### src/rtl/score_pkg.sv
// -----------------------------------------------------------------------------
// score_pkg
// Shared constants and helpers for the whack-a-mole score tracker.
//   - default parameter values for score_tracker
//   - clog2     : constant ceiling-log2 used to size counters and intermediates
//   - sat_add   : adds a signed delta to the score and clamps to [0, max_val],
//                 reporting whether the upper clamp was applied
// -----------------------------------------------------------------------------
package score_pkg;

    localparam int NUM_CH_DEF    = 4;
    localparam int PTS_W_DEF     = 2;
    localparam int SCORE_W_DEF   = 8;
    localparam int PENALTY_DEF   = 1;
    localparam int COMBO_MAX_DEF = 3;

    // Result of a saturating add: clipped flags an upper clamp only.
    typedef struct packed {
        logic        clipped;
        logic [31:0] value;
    } sat_res_t;

    // Ceiling log2 of a positive value (clog2(1) = 0).
    function automatic int clog2(input int value);
        int res;
        res = 0;
        for (int i = 0; i < 31; i++) begin
            if ((32'sd1 <<< i) < value) begin
                res = i + 1;
            end else begin
                res = res;
            end
        end
        return res;
    endfunction

    // Score + signed delta, floored at 0 (no wrap) and capped at max_val.
    function automatic sat_res_t sat_add(input logic signed [31:0] score,
                                         input logic signed [31:0] net,
                                         input logic signed [31:0] max_val);
        logic signed [31:0] sum;
        sat_res_t           res;
        sum = score + net;
        if (sum < 32'sd0) begin
            res.clipped = 1'b0;
            res.value   = 32'd0;
        end else if (sum > max_val) begin
            res.clipped = 1'b1;
            res.value   = max_val;
        end else begin
            res.clipped = 1'b0;
            res.value   = sum;
        end
        return res;
    endfunction

endpackage

### src/rtl/edge_rise.sv
// -----------------------------------------------------------------------------
// edge_rise
// Rising-edge detector: a registered copy of the input history and a
// combinational rise = din & ~history, so an edge is seen in the same cycle
// the level first appears. The history follows din every cycle.
// Ports:
//   clk  in  1  clock
//   rst  in  1  synchronous active-high reset (clears history)
//   din  in  W  level inputs
//   rise out W  one bit per input, high in the first cycle the input is high
// -----------------------------------------------------------------------------
module edge_rise #(
    parameter int W = 1
) (
    input  logic         clk,
    input  logic         rst,
    input  logic [W-1:0] din,
    output logic [W-1:0] rise
);

    logic [W-1:0] din_q_r;

    // Level history register.
    always_ff @(posedge clk) begin
        if (rst) begin
            din_q_r <= {W{1'b0}};
        end else begin
            din_q_r <= din;
        end
    end

    assign rise = din & ~din_q_r;

endmodule

### src/rtl/score_tracker.sv
// -----------------------------------------------------------------------------
// score_tracker
// Multi-channel whack-a-mole score keeper. Each rising hit edge adds that
// channel's weighted points, each rising miss edge removes PENALTY. The score
// clamps at 0 and at 2**SCORE_W-1 (sticky sat flag). best holds the highest
// score since rst and new_best pulses for one cycle when it is raised.
// Optional feature macro: SCORE_COMBO_EN -- streak multiplier (combo+1),
// combo saturates at COMBO_MAX and resets on a miss edge.
// Ports:
//   clk      in  1                      clock
//   rst      in  1                      synchronous active-high reset
//   clr      in  1                      new round: clears score/combo/sat
//   hit      in  NUM_CH                 level hit flags
//   pts      in  NUM_CH*PTS_W           per-channel point values
//   miss     in  1                      level miss flag
//   score    out SCORE_W                current round score
//   best     out SCORE_W                best score since rst
//   new_best out 1                      pulse when best is raised
//   sat      out 1                      score clipped at max this round
//   combo    out clog2(COMBO_MAX+1)     current streak
// -----------------------------------------------------------------------------
module score_tracker
    import score_pkg::*;
#(
    parameter int NUM_CH    = NUM_CH_DEF,
    parameter int PTS_W     = PTS_W_DEF,
    parameter int SCORE_W   = SCORE_W_DEF,
    parameter int PENALTY   = PENALTY_DEF,
    parameter int COMBO_MAX = COMBO_MAX_DEF
) (
    input  logic                          clk,
    input  logic                          rst,
    input  logic                          clr,
    input  logic [NUM_CH-1:0]             hit,
    input  logic [NUM_CH*PTS_W-1:0]       pts,
    input  logic                          miss,
    output logic [SCORE_W-1:0]            score,
    output logic [SCORE_W-1:0]            best,
    output logic                          new_best,
    output logic                          sat,
    output logic [clog2(COMBO_MAX+1)-1:0] combo
);

    // Wide enough for score + every channel at max points and max multiplier.
    localparam int IW    = SCORE_W + clog2(NUM_CH) + PTS_W + 3;
    localparam int CW    = clog2(COMBO_MAX + 1);
    localparam int MAX_I = (2 ** SCORE_W) - 1;

    localparam logic signed [IW-1:0] ONE_S = {{(IW-1){1'b0}}, 1'b1};
    localparam logic signed [IW-1:0] PEN_S = IW'(PENALTY);

    logic [NUM_CH-1:0]        hit_rise_s;
    logic                     miss_rise_s;
    logic signed [IW-1:0]     mult_s;
    logic signed [IW-1:0]     add_s;
    logic signed [IW-1:0]     sub_s;
    logic signed [IW-1:0]     net_s;
    sat_res_t                 sat_res_s;
    logic [SCORE_W-1:0]       score_nx_s;

    logic [SCORE_W-1:0]       score_r;
    logic [SCORE_W-1:0]       best_r;
    logic                     new_best_r;
    logic                     sat_r;

    edge_rise #(.W(NUM_CH)) u_hit_edge (
        .clk  (clk),
        .rst  (rst),
        .din  (hit),
        .rise (hit_rise_s)
    );

    edge_rise #(.W(1)) u_miss_edge (
        .clk  (clk),
        .rst  (rst),
        .din  (miss),
        .rise (miss_rise_s)
    );

`ifdef SCORE_COMBO_EN
    logic [CW-1:0] combo_r;

    // Multiplier uses the streak value from before this cycle's update.
    assign mult_s = $signed({{(IW-CW){1'b0}}, combo_r}) + ONE_S;

    // Streak counter: miss edge wins over hits, otherwise any hit edge counts up.
    always_ff @(posedge clk) begin
        if (rst) begin
            combo_r <= {CW{1'b0}};
        end else if (clr) begin
            combo_r <= {CW{1'b0}};
        end else if (miss_rise_s) begin
            combo_r <= {CW{1'b0}};
        end else if (|hit_rise_s) begin
            if (combo_r == CW'(COMBO_MAX)) begin
                combo_r <= combo_r;
            end else begin
                combo_r <= combo_r + CW'(1'b1);
            end
        end else begin
            combo_r <= combo_r;
        end
    end

    assign combo = combo_r;
`else
    assign mult_s = ONE_S;
    assign combo  = {CW{1'b0}};
`endif

    // Adder tree over all simultaneous rising channels, penalty and clamp.
    always_comb begin
        add_s = {IW{1'b0}};
        for (int i = 0; i < NUM_CH; i++) begin
            if (hit_rise_s[i]) begin
                add_s = add_s + ($signed({{(IW-PTS_W){1'b0}}, pts[i*PTS_W +: PTS_W]}) * mult_s);
            end else begin
                add_s = add_s;
            end
        end
        if (miss_rise_s) begin
            sub_s = PEN_S;
        end else begin
            sub_s = {IW{1'b0}};
        end
        net_s     = add_s - sub_s;
        sat_res_s = sat_add($signed(32'(score_r)), 32'(net_s), MAX_I);
        // Any stray upper bit forces the maximum rather than a wrapped value.
        score_nx_s = sat_res_s.value[SCORE_W-1:0] | {SCORE_W{|sat_res_s.value[31:SCORE_W]}};
    end

    // Round score and sticky saturation flag; clr drops this cycle's edges.
    always_ff @(posedge clk) begin
        if (rst) begin
            score_r <= {SCORE_W{1'b0}};
            sat_r   <= 1'b0;
        end else if (clr) begin
            score_r <= {SCORE_W{1'b0}};
            sat_r   <= 1'b0;
        end else begin
            score_r <= score_nx_s;
            sat_r   <= sat_r | sat_res_s.clipped;
        end
    end

    // Best score tracks the registered score one cycle later; survives clr.
    always_ff @(posedge clk) begin
        if (rst) begin
            best_r     <= {SCORE_W{1'b0}};
            new_best_r <= 1'b0;
        end else if (score_r > best_r) begin
            best_r     <= score_r;
            new_best_r <= 1'b1;
        end else begin
            best_r     <= best_r;
            new_best_r <= 1'b0;
        end
    end

    assign score    = score_r;
    assign best     = best_r;
    assign new_best = new_best_r;
    assign sat      = sat_r;

endmodule

### config.mk
export PLATFORM = sky130hd
export DESIGN_NAME = score_tracker
export DESIGN_NICKNAME = d
export VERILOG_FILES = /design/src/rtl/score_pkg.sv /design/src/rtl/edge_rise.sv /design/src/rtl/score_tracker.sv
export SDC_FILE = /design/constraint.sdc
export NUM_CORES = 1
export LEC_CHECK = 0
export BUFFER_PORTS_ARGS = -buffer_cell sky130_fd_sc_hd__buf_2
export CAP_MARGIN = 25
export CORE_ASPECT_RATIO = 1.1
export CORE_MARGIN = 1
export CORE_UTILIZATION = 40
export DETAILED_ROUTE_END_ITERATION = 8
export SLEW_MARGIN = 20
export SYNTH_ARGS = -nofsm -noshare
export SYNTH_HDL_FRONTEND = slang
export SYNTH_SLANG_ARGS = --single-unit
### constraint.sdc
create_clock -name clk -period 5.8 [get_ports clk]
set_input_delay 1.16 -clock clk [delete_from_list [all_inputs] [get_ports clk]]
set_output_delay 1.16 -clock clk [all_outputs]
set_load 0.05 [all_outputs]
==> impl_results.md <==
- Area grow syn2layout: 24.9%
- Post-synthesis cell type with the largest combined area: sky130_fd_sc_hd__dfxtp_1
- Post-synth EDFFs: 0
- Most frequent cells in the layout: sky130_fd_sc_hd__buf_2, sky130_fd_sc_hd__dfxtp_1, sky130_fd_sc_hd__ha_1
- Starting density of the core: 41.8%
- Wire length per cell after detailed routing: about 15 um
- Power density of the placed cells: approximately 380 nW/um^2
- Buffer cell driving the clock tree root: sky130_fd_sc_hd__clkbuf_8
- Pin count of the biggest net entering global routing: 26
- Final Cycle Share: between 90% and 100%
- Die span in y: between 80 and 90 um
- Final wirelength: roughly 5500 um
- Final setup TNS: 0 ns
- CP Data Arrival Time: between 5 and 6 ns
- Final routed DRC violation total: 0
- First-pass GRT wire length: around 8500 um
- Clock slew at reported path FFs: 0.09 ns
- Largest fanout on the critical path: 4
- Worst rel slew slack: between 40% and 50%
- Class of the worst hold path: reg -> reg
- Crit path time final: between 5 and 6 ns
- Post-synthesis instance area: 2250 sq um
- Fmax achieved: ~0.18 GHz
- Required time of the critical path: around 6 ns
- Final-report max-slew violation count: 0
- Crit path top cell by count: sky130_fd_sc_hd__buf_4
- Count of pins on the block boundary: 36
- Result of the run: complete, no violations
- Worst-Margin Slew: 0.865 ns
- DRC marker count from the first detailed-route iteration: between 100 and 150
- Final clock skew: around 0.0038 ns
- Post-synthesis sequential area ratio: roughly a fifth
- Top flip-flop cell by instance count after synthesis: sky130_fd_sc_hd__dfxtp_1
- Static leakage: 1.17 nW
- Max H-tree Level: 1
- Number of library cell types mapped by synthesis: 56
- Reg2Reg Capture Point: score[0]
- Largest buffer count on any clock path: 2
- Number of iterations in the first detailed-routing pass: 4
- Vias per Instance: 5.57
- Congestion Overflow GR: 0
- Final-stage net count: roughly 350
- Non-Filler Cell Area, Final: ~2800 sq um
- Number of CTS-inserted buffers: 3
- End point of the critical path: score[0]
- Final hold violation count: 0
- Clock tree from TritonCTS: built
- Number of cell instances on the worst register-to-register path: 24
- Placed instance area: about 2600 sq um
- Global routing usage summed across all routing layers: between 10% and 20%
- Crit path launch type: input pin
- Area of the core region: ~5400 sq um
- HPWL Detailed: 3980 um
- Synth warnings: 0
- Cell at the slowest stage of the critical path: sky130_fd_sc_hd__fa_1
- Most common cell after layout, fill and taps aside: sky130_fd_sc_hd__buf_2
- Proportion of register bits with asynchronous set or reset after synthesis: 0%
- Max incr delay on CP: around 0.57 ns
- Initial antenna violation count: 0
- Launch point of the critical path: hit[0]
- Number of synthesized register bits: 23
- Filler cell count in the final layout: 525
- Post-synthesis area per instance: ~8.9 sq um
- Sink Count: 23
- Type of the worst setup path: in -> reg
- Number of antenna-violating nets in the routed design: 0
- Most area-consuming cells after synthesis: sky130_fd_sc_hd__dfxtp_1, sky130_fd_sc_hd__ha_1, sky130_fd_sc_hd__fa_1
- Endpoint kind of the worst setup timing path: flip-flop
- Number of hold-repair buffers added at the cts stage: 0
- Synth Instances: ~250
- Overall die area: around 5900 sq um
- Horizontal die dimension: about 74 um
- Via count of the routed design: between 2000 and 2500
- Final weighted congestion of routability-driven global placement: 0.852
- # setup viols final: 0
- Vias in the first global route: ~1800
- RR Startpoint: u_hit_edge.din_q_r[0]
- Standard-cell rows: 28
- Flop-to-flop setup slack: about 0.71 ns
- Input/output buffers: 33
- Insertion delay of the later-clocked pin in the worst-skew pair: ~0.27 ns
- Share of cells above drive strength 1: 34.4%
- Max VDD drop: 0.222 mV
- Post-synth top area share: slightly above 20%
- Inserted Diodes: 0
- MaxCap Viol Count: 0
[per-stage QoR]
step / std cells / utilization, % / total power, W / hold slack (ns) / setup slack (ns)
after global routing: 374 / 52.2 / 0.00115 / 0.529 / -0.0663
after CTS: 371 / 49.0 / 0.00103 / 0.501 / 0.0436
after floorplan: 254 / - / 0.000766 / 0.674 / 0.0103
after global placement: 367 / 48.1 / 0.000920 / 0.487 / -0.126
after detailed placement: 367 / 48.1 / 0.000923 / 0.479 / -0.227
final: 374 / 52.2 / 0.00106 / 0.509 / 0.107
[worst min-delay path by stage]
stage | from | end | slack [ns] | cells after the start
2_1_floorplan | sat | sat | 0.67 | 2
3_3_place_gp | sat | sat | 0.49 | 2
3_5_place_dp | sat | sat | 0.48 | 2
4_1_cts | sat | sat | 0.50 | 2
5_1_grt | sat | sat | 0.53 | 2
6_report | sat | sat | 0.51 | 2
[power by group]
part,leakage [nW],switching [W],internal (W)
combinational,0.952,0.000498,0.000234
sequential,0.188,0.0000365,0.000192
clock,0.0255,0.0000546,0.0000481
total,1.17,0.000589,0.000474
[worst max-delay path, delay by kind of cell]
kind / cells / cell delay [ns]
fa+ha+maj: 6 / 2.06
simple gates: 3 / 0.44
compound gates: 6 / 0.88
buf+inv: 6 / 0.63
xor+xnor: 1 / 0.07
mux: 3 / 0.61
[flip-flops by register name, summed over array words and instances, names as in the netlist]
| name | count |
|---|---|
| best | 8 |
| score | 8 |
| u_hit_edge.din_q_r | 4 |
| new_best | 1 |
| sat | 1 |
| u_miss_edge.din_q_r | 1 |
[area by class of cell]
type,count,area (sq um),share of cell area [%]
inverter,20,75.1,2.67
sequential,23,460,16.4
multi-input combinational,199,1820,64.8
clock buffer,3,41.3,1.47
timing repair buffer,53,315,11.2
clock inverter,1,5.00,0.178
tap,75,93.8,3.33
[cells by family (layout without fill, tap and decap cells)]
logic type,count (synthesis),count (layout),share of synthesized area [%]
and+or+nand+nor,74,74,20.9
AOI/OAI and AO/OA,74,74,26.0
adders and majority gates,29,29,17.4
buffers and inverters,33,77,5.99
other,1,2,0.166
xor gates and xnor gates,12,12,5.33
muxes,7,8,3.83
DFF,23,23,20.4
[what timing repair did]
item / in CTS / in global routing
buffers inserted: 0 / 2
resized for setup: 0 / 30
endpoints found under the setup margin: 0 / 9
[layer usage]
| metal | up-vias | GRT usage, % | share of wire (%) |
|---|---|---|---|
| met5 | - | 0 | 0 |
| met4 | 0 | 5.19 | 0.78 |
| met3 | 4 | 1.61 | 1.9 |
| met2 | 27 | 30.1 | 49 |
| met1 | 988 | 25.4 | 48 |
| li1 | 1064 | - | - |
[cell usage after synthesis, drive strengths merged (2+ instances only)]
| cell | count |
|---|---|
| clkbuf | 10 |
| nor2b | 10 |
| nor3b | 2 |
| o211ai | 4 |
| buf | 3 |
| xnor2 | 9 |
| a21o | 5 |
| inv | 20 |
| o2111ai | 9 |
| nand3 | 3 |
| and2 | 3 |
| o32ai | 8 |
| nor2 | 5 |
| a311oi | 8 |
| mux2 | 3 |
| dfxtp | 23 |
| fa | 4 |
| ha | 25 |
| o21ai | 4 |
| and3 | 10 |
| o21a | 3 |
| nand2 | 16 |
| o2111a | 2 |
| nand3b | 3 |
| or4 | 8 |
| a211oi | 10 |
| or3 | 2 |
| a31oi | 8 |
| xor2 | 3 |
| a21oi | 8 |
| nand2b | 3 |
| nor3 | 3 |
| mux2i | 4 |
(Power assumes the default switching activity.)
